### src/rtl/alu_seq_pkg.sv
// Shared definitions for the ALU command sequencer: opcode map, FSM state type
// and the result-width derivation.
package alu_seq_pkg;

  localparam int DATA_W_DEF = 4;

  localparam logic [3:0] OP_INC_A = 4'd0;
  localparam logic [3:0] OP_DEC_A = 4'd1;
  localparam logic [3:0] OP_INC_B = 4'd2;
  localparam logic [3:0] OP_DEC_B = 4'd3;
  localparam logic [3:0] OP_PASS_A = 4'd4;
  localparam logic [3:0] OP_MUL   = 4'd5;
  localparam logic [3:0] OP_ADD   = 4'd6;
  localparam logic [3:0] OP_SUB   = 4'd7;
  localparam logic [3:0] OP_SHL   = 4'd8;
  localparam logic [3:0] OP_SHR   = 4'd9;
  localparam logic [3:0] OP_AND   = 4'd10;
  localparam logic [3:0] OP_OR    = 4'd11;
  localparam logic [3:0] OP_XOR   = 4'd12;
  localparam logic [3:0] OP_NOT_A = 4'd13;
  localparam logic [3:0] OP_NAND  = 4'd14;
  localparam logic [3:0] OP_NOR   = 4'd15;

  typedef enum logic [1:0] {
    IDLE  = 2'd0,
    ISSUE = 2'd1,
    RESP  = 2'd2
  } state_t;

  // The ALU result is a full double-width product-sized value.
  function automatic int res_width(input int data_w);
    return 2 * data_w;
  endfunction

endpackage

### src/rtl/alu_seq_stats.sv
// Saturating operation and stall counters for alu_sequencer; only built when
// ALU_SEQ_STATS_EN is defined.
module alu_seq_stats (
  input  logic        clk,
  input  logic        rst,
  input  logic        i_op_done,
  input  logic        i_stall,
  output logic [15:0] o_stat_ops,
  output logic [15:0] o_stat_stall
);

  logic [15:0] r_ops;
  logic [15:0] r_stall;

  // NOTE: synchronous reset lives inside the clocked block; state uses <= only.
  always_ff @(posedge clk) begin
    if (rst) begin
      r_ops   <= '0;
      r_stall <= '0;
    end else begin
      if (i_op_done && (r_ops != 16'hFFFF))
        r_ops <= r_ops + 16'd1;
      if (i_stall && (r_stall != 16'hFFFF))
        r_stall <= r_stall + 16'd1;
    end
  end

  assign o_stat_ops   = r_ops;
  assign o_stat_stall = r_stall;

endmodule

### src/rtl/alu_sequencer.sv
// Command-side initiator for the combinational ALU: registers operands, captures
// the result one cycle later and returns it with flags. Optional counters: ALU_SEQ_STATS_EN.
module alu_sequencer
  import alu_seq_pkg::*;
#(
  parameter int DATA_W = DATA_W_DEF,
  parameter int RES_W  = res_width(DATA_W)
) (
  input  logic              clk,
  input  logic              rst,
  input  logic              cmd_valid,
  output logic              cmd_ready,
  input  logic [3:0]        cmd_op,
  input  logic [DATA_W-1:0] cmd_a,
  input  logic [DATA_W-1:0] cmd_b,
  input  logic              cmd_use_acc,
  output logic [DATA_W-1:0] alu_a,
  output logic [DATA_W-1:0] alu_b,
  output logic [3:0]        alu_sel,
  input  logic [RES_W-1:0]  alu_y,
  output logic              res_valid,
  input  logic              res_ready,
  output logic [RES_W-1:0]  res_data,
  output logic [3:0]        res_op,
  output logic              res_zero
`ifdef ALU_SEQ_STATS_EN
  ,
  output logic [15:0]       stat_ops,
  output logic [15:0]       stat_stall
`endif
);

  state_t r_state;
  state_t w_state_nxt;
  logic   w_cmd_ready;
  logic   w_res_valid;
  logic   w_accept;
  logic   w_capture;

  logic [DATA_W-1:0] r_alu_a;
  logic [DATA_W-1:0] r_alu_b;
  logic [3:0]        r_alu_sel;
  logic [RES_W-1:0]  r_res_data;
  logic [3:0]        r_res_op;
  logic              r_res_zero;
  // Only the low bits of the accumulator can ever be fed back as operand A.
  logic [DATA_W-1:0] r_acc;

  always_ff @(posedge clk) begin
    if (rst) r_state <= IDLE;
    else     r_state <= w_state_nxt;
  end

  // NOTE: defaults first so every path assigns every output (no latches).
  always_comb begin
    w_state_nxt = r_state;
    w_cmd_ready = 1'b0;
    w_res_valid = 1'b0;
    case (r_state)
      IDLE: begin
        w_cmd_ready = 1'b1;
        if (cmd_valid) w_state_nxt = ISSUE;
      end
      ISSUE: w_state_nxt = RESP;
      RESP: begin
        w_res_valid = 1'b1;
        if (res_ready) w_state_nxt = IDLE;
      end
      default: w_state_nxt = IDLE;
    endcase
  end

  assign w_accept  = cmd_valid && w_cmd_ready;
  assign w_capture = (r_state == ISSUE);

  always_ff @(posedge clk) begin
    if (rst) begin
      r_alu_a    <= '0;
      r_alu_b    <= '0;
      r_alu_sel  <= OP_INC_A;
      r_res_data <= '0;
      r_res_op   <= OP_INC_A;
      r_res_zero <= 1'b1;
      r_acc      <= '0;
    end else begin
      if (w_accept) begin
        r_alu_a   <= cmd_use_acc ? r_acc : cmd_a;
        r_alu_b   <= cmd_b;
        r_alu_sel <= cmd_op;
      end
      if (w_capture) begin
        r_res_data <= alu_y;
        r_res_op   <= r_alu_sel;
        r_res_zero <= (alu_y == '0);
        r_acc      <= alu_y[DATA_W-1:0];
      end
    end
  end

  assign cmd_ready = w_cmd_ready;
  assign res_valid = w_res_valid;
  assign alu_a     = r_alu_a;
  assign alu_b     = r_alu_b;
  assign alu_sel   = r_alu_sel;
  assign res_data  = r_res_data;
  assign res_op    = r_res_op;
  assign res_zero  = r_res_zero;

`ifdef ALU_SEQ_STATS_EN
  alu_seq_stats u_stats (
    .clk          (clk),
    .rst          (rst),
    .i_op_done    (w_res_valid && res_ready),
    .i_stall      (w_res_valid && !res_ready),
    .o_stat_ops   (stat_ops),
    .o_stat_stall (stat_stall)
  );
`endif

endmodule

### config.mk
export PLATFORM = sky130hd
export DESIGN_NAME = alu_sequencer
export DESIGN_NICKNAME = d
export VERILOG_FILES = /design/src/rtl/alu_seq_pkg.sv /design/src/rtl/alu_seq_stats.sv /design/src/rtl/alu_sequencer.sv
export SDC_FILE = /design/constraint.sdc
export NUM_CORES = 1
export LEC_CHECK = 0
export BUFFER_PORTS_ARGS = -buffer_cell sky130_fd_sc_hd__buf_2
export CAP_MARGIN = 15
export CORE_MARGIN = 1.5
export CORE_UTILIZATION = 34
export CTS_BUF_LIST = sky130_fd_sc_hd__clkbuf_2
export CTS_CLUSTER_DIAMETER = 100
export DETAILED_ROUTE_END_ITERATION = 10
export GPL_TIMING_DRIVEN = 0
export PLACE_DENSITY_LB_ADDON = 0.1
export SLEW_MARGIN = 20
export SYNTH_ARGS = -nofsm -noshare
export SYNTH_HDL_FRONTEND = slang
export SYNTH_SLANG_ARGS = --single-unit
export TNS_END_PERCENT = 20
### constraint.sdc
create_clock -name clk -period 1.3 [get_ports clk]
set_clock_uncertainty 0.2 [all_clocks]
set_input_delay 0.26 -clock clk [delete_from_list [all_inputs] [get_ports clk]]
set_output_delay 0.26 -clock clk [all_outputs]
set_load 0.03 [all_outputs]
Word-level counts from Yosys, hierarchy flattened:

Index checks and enable logic that the tools add are counted.

* flip-flop bits (word level): 31
* output and inout bits: 27
* logic and storage cells: 22

* equality and inequality tests: 4
* multiplexer cells: 6
* reductions and logical operators: 4

Operators by type and width (count)
* logical NOT 8 bit: 1
* one-hot mux 2 bit (3 select lines): 1
* 2-to-1 mux 2 bit: 2
* 2-to-1 mux 4 bit: 1
* inequality test 2 bit, second input constant: 2
* == test 2 x 1 -> 1 bit, second input constant: 1
* == test 2 bit, second input constant: 1
* logical NOT 2 bit: 1
* 2-to-1 mux 1 bit: 2
* AND reduction 2 bit: 1
* logical AND 1 bit: 1

Longest topological paths before layout:

* depth in word-level cells: 3
* mapped depth: 5
* mapped depth without buffers: 3

Least setup slack after synthesis:

Ideal clock, no wire load.

* kind: flip-flop to flip-flop
* from: register r_state[1]
* to: register r_state[1]
* data arrival time: 1.103 ns
* required time: 1.030 ns
* setup slack: -0.073 ns
* cell stages (with the launch flop): 4
* path buffers: 0
* clock period less this slack: 1.373 ns
* cells stage by stage: dfxtp_1 nor2b_1 nand2b_1 a21oi_1

* longest elaborated chain between the ends: 3

Ends and longest elaborated chain
* start, declared: line alu_sequencer.sv:33 `state_t r_state;`
* start signal, assigned: line alu_sequencer.sv:51 `else r_state <= w_state_nxt;`
* == test 2 bit / logical NOT 2 bit (equally long branches): line alu_sequencer.sv:59 `case (r_state)`
* inequality test 2 bit (no line)
* AND reduction 2 bit (no line)

Several ways; a longest one is shown, not always the timed one.
A chain may end at the register's enable or synchronous reset.

Final worst setup path:

* from: register r_state[0]
* to: output port cmd_ready

* longest elaborated chain between the ends: 2

Ends and longest elaborated chain
* logical NOT 2 bit: line alu_sequencer.sv:59
* 2-to-1 mux 1 bit: line alu_sequencer.sv:59
* end, declared: line alu_sequencer.sv:12 `output logic cmd_ready,`

Every way passes these cells.

==> impl.org <==
** Status
- The flow ran to the end, but the final reports show violations.
- Violated checks :: negative setup slack

** Drt
- Routed wirelength normalized by instance count :: 11.5 um
- After detailed routing, the number of remaining DRC violations is 0.
- Router iterations before antenna repair :: 4
- Detailed-route wire length :: 2.55 mm
- The final route contains 1027 vias.
- The detail route stage leaves a number of antenna-violating nets equal to 0.
- Iter 0 DRT Violations :: 20
- Using the TritonRoute via totals, the vias-per-cell ratio works out to 4.63.

** Worst setup path
- STA classifies the critical path endpoint as a primary output.
- Critical Path Source Type :: flip-flop
- In this run the worst path has a maximum fanout of 5.
- WP buf/inv :: 1
- Critical path depth in cells :: 2
- Data on the critical path is required at its endpoint by 840 ps.
- CP cell instances :: nor2_1, buf_4
- On the critical path, the stage with the largest delay is an instance of sky130_fd_sc_hd__dfxtp_4.
- Startpoint of the lowest-slack register-to-register path :: r_state[0]
- Number of cell instances on the worst register-to-register path :: 5
- Cell family with most CP delay :: flip-flops
- Worst EP arrival :: 1040 ps
- Classification of the worst setup path :: reg -> out
- Worst stage delay on the critical path :: 420 ps
- The critical path starts at r_state[0].

** Clock network
- Worst-Skew Late Latency :: 340 ps
- Cts bufs inserted :: 3
- Clock tree synthesis selected as its root buffer the cell sky130_fd_sc_hd__clkbuf_2.
- Clock tree buffer depth :: 2
- TritonCTS built the clock tree.
- After clock tree synthesis, the clock-pin slew on the worst setup and hold paths is 240 ps.
- CTS built an H-tree with a depth of 1.
- Total clock sinks :: 27

** Yosys
- Per-instance average area after synthesis :: 9.41 sq um
- In this run, distinct cell masters in the synthesized netlist total 18.
- Cell area after technology mapping :: 1050 sq um
- In this run the biggest area consumer among cell types represents 51.3% of the synthesized area.
- Synthesized instance count :: 112
- For this run, the register share of the synthesized area comes to 51.3%.
- Yosys warnings :: 0
- The number of nets handed over by synthesis was 137.
- Synth area leaders :: sky130_fd_sc_hd__dfxtp_1 51%, sky130_fd_sc_hd__mux2i_1 11%, sky130_fd_sc_hd__nand2_1 8.9%, sky130_fd_sc_hd__a21oi_1 6.7%, sky130_fd_sc_hd__a211oi_2 4.8%
- In this run, synthesis produced a sequential element count of 27.
- Summed over all instances, the cell type with the most area after synthesis is sky130_fd_sc_hd__dfxtp_1.

** STA
- Summed over all failing endpoints, the final setup total negative slack is -2230 ps.
- Max Clk Rate :: 669 MHz
- Hold violation count in the final report :: 0
- For the pin with the worst max-slew slack, the measured transition is 434 ps.
- Setup violations remaining at the end of the flow were counted as 40.
- Fin crit period :: 1500 ps
- Max-slew violation count :: 0
- In the finished design, the share of the clock period the worst path needs comes to 115%.
- RSZ-0062 raised after global routing :: yes
- In the post-route analysis, the smallest setup slack over all paths is -196 ps.
- Max-slew headroom at the worst pin :: 71.0%

** Global route
- Grt met1 use :: 19.0%
- Met2 usage :: 27.3%
- Via count of the first global-routing pass :: 940
- Entering global routing, the biggest net connects 15 pins.
- Most Used Layer, Global Route :: met2
- The first global-routing pass estimated 4.06 mm of wire.
- Met3 capacity usage during global routing :: 3.52%
- The total overflow left after global routing is 0.
- Initial antenna violation count :: 0
- Combined global-route utilization of all metal layers :: 15.6%

** Finish
- Design Area, Final :: 1830 sq um
- Final standard cell utilization of the core :: 60.9%
- 0 antenna diodes ended up in the layout.
- The library cell used most frequently in the layout, excluding fill and tap cells, is sky130_fd_sc_hd__buf_6.
- Of the cells placed in the final design, the portion with a size suffix greater than 1 is 54.0%.
- Area added between synthesis and finish :: 73.5%
- Top library cells by usage in the layout, fill and taps aside :: 28 x sky130_fd_sc_hd__buf_6, 25 x sky130_fd_sc_hd__nand2_1, 25 x sky130_fd_sc_hd__dfxtp_2
- Fill cell total of the finished layout :: 280
- The net count of the finished layout is 215.

** Pwr
- P_leak :: 0.000791 uW
- In this run the power density over the cells is 949 nW/um^2.
- Worst supply voltage drop on vdd :: 488 uV

** Placement
- After legalization and detailed placement, the total HPWL measured 1.72 mm.
- The count of buffers added on input and output ports is 49.
- At the placement stage, the worst setup path has a slack of -168 ps.
- Final RePlAce weighted congestion :: 0.799
- The placed instances occupy a cell area of 1340 sq um.

** Floorplan
- 52 I/O pins were placed.
- The core region is 3000 sq um.
- Number of cell rows :: 20
- Die outline height :: 58.7 um
- Initial core utilization :: 35.1%
- Area enclosed by the die boundary :: 3440 sq um
- Die width :: 58.7 um

** Worst hold path
- Counting instances, the worst hold path has a depth of 3.
- Hold Startpoint :: cmd_a[0]
- The worst hold path belongs to the class in -> reg.

** Flow run
- Number of max-capacitance violations reported :: 0
==> synth_stat cells, drive strengths merged <==
library cell / count
buf: 7
nand3: 1
mux2i: 12
nand2b: 2
nand2: 25
nor2b: 2
dfxtp: 27
a211oi: 4
and2b: 1
nor3b: 1
nor4: 2
a21oi: 14
clkbuf: 1
nor2: 13
==> report_power, final <==
group / leakage [uW] / switching, uW / internal, uW
Clock: 0.0000166 / 238 / 81.2
Sequential: 0.000232 / 41.5 / 886
Combinational: 0.000543 / 236 / 252
Total: 0.000791 / 515 / 1220
==> per-stage QoR <==
stage,std cells,total power [uW],hold slack [ps]
4_1_cts,222,1740,24.2
6_report,222,1730,34.4
2_1_floorplan,112,1170,196
3_3_place_gp,194,1280,240
3_5_place_dp,194,1290,245
5_1_grt,222,1820,6.98
==> sequential cells by signal, indices dropped and copies added, names as in the netlist <==
signal and flops:
res_zero 1, alu_b 4, res_op 4, alu_a 4, r_state 2, res_data 8, alu_sel 4
==> cells by family (layout without fill, tap and decap cells) <==
kind of cell / after synthesis / in the layout / share of synthesized area, %
AND/OR/NAND/NOR: 47 / 47 / 20.4
flip-flops: 27 / 27 / 51.3
AO/OA/AOI/OAI: 18 / 18 / 11.4
multiplexers: 12 / 12 / 11.4
buffers and inverters: 8 / 85 / 5.46
==> tightest hold or removal path: cells and delay by family <==
kind                   cells  cell delay [ps]
multiplexers               1              140
buffers and inverters      1              100
AO/OA/AOI/OAI              1               80
==> final timing paths <==
kind	to	slack, ps
max reg2reg	alu_b[0]	-130
max	cmd_ready	-200
min reg2reg	res_op[1]	270
min	alu_a[0]	30
==> metal layers <==
metal | part of all wire (%) | vias to the layer above
met5 | 0 | -
met4 | 0.27 | 0
met3 | 4.4 | 2
met2 | 51 | 34
met1 | 44 | 464
li1 | - | 527
==> final cells by class <==
cell class	instances	area [sq um]	share of cell area, %
clock buffer	4	20.0	1.10
multi-input combinational	77	470	25.7
timing repair buffer	73	651	35.6
buffer	8	66.3	3.63
tap	33	41.3	2.26
sequential	27	579	31.7
==> repair_timing <==
item                       in CTS  in global routing
setup endpoints to repair      50                 50
buffers inserted                5                  0
pin swaps                       1                  0
hold buffers                   19                  0
hold endpoints to repair       23                  0
gates resized for setup        84                  4
(Power assumes the default switching activity.)
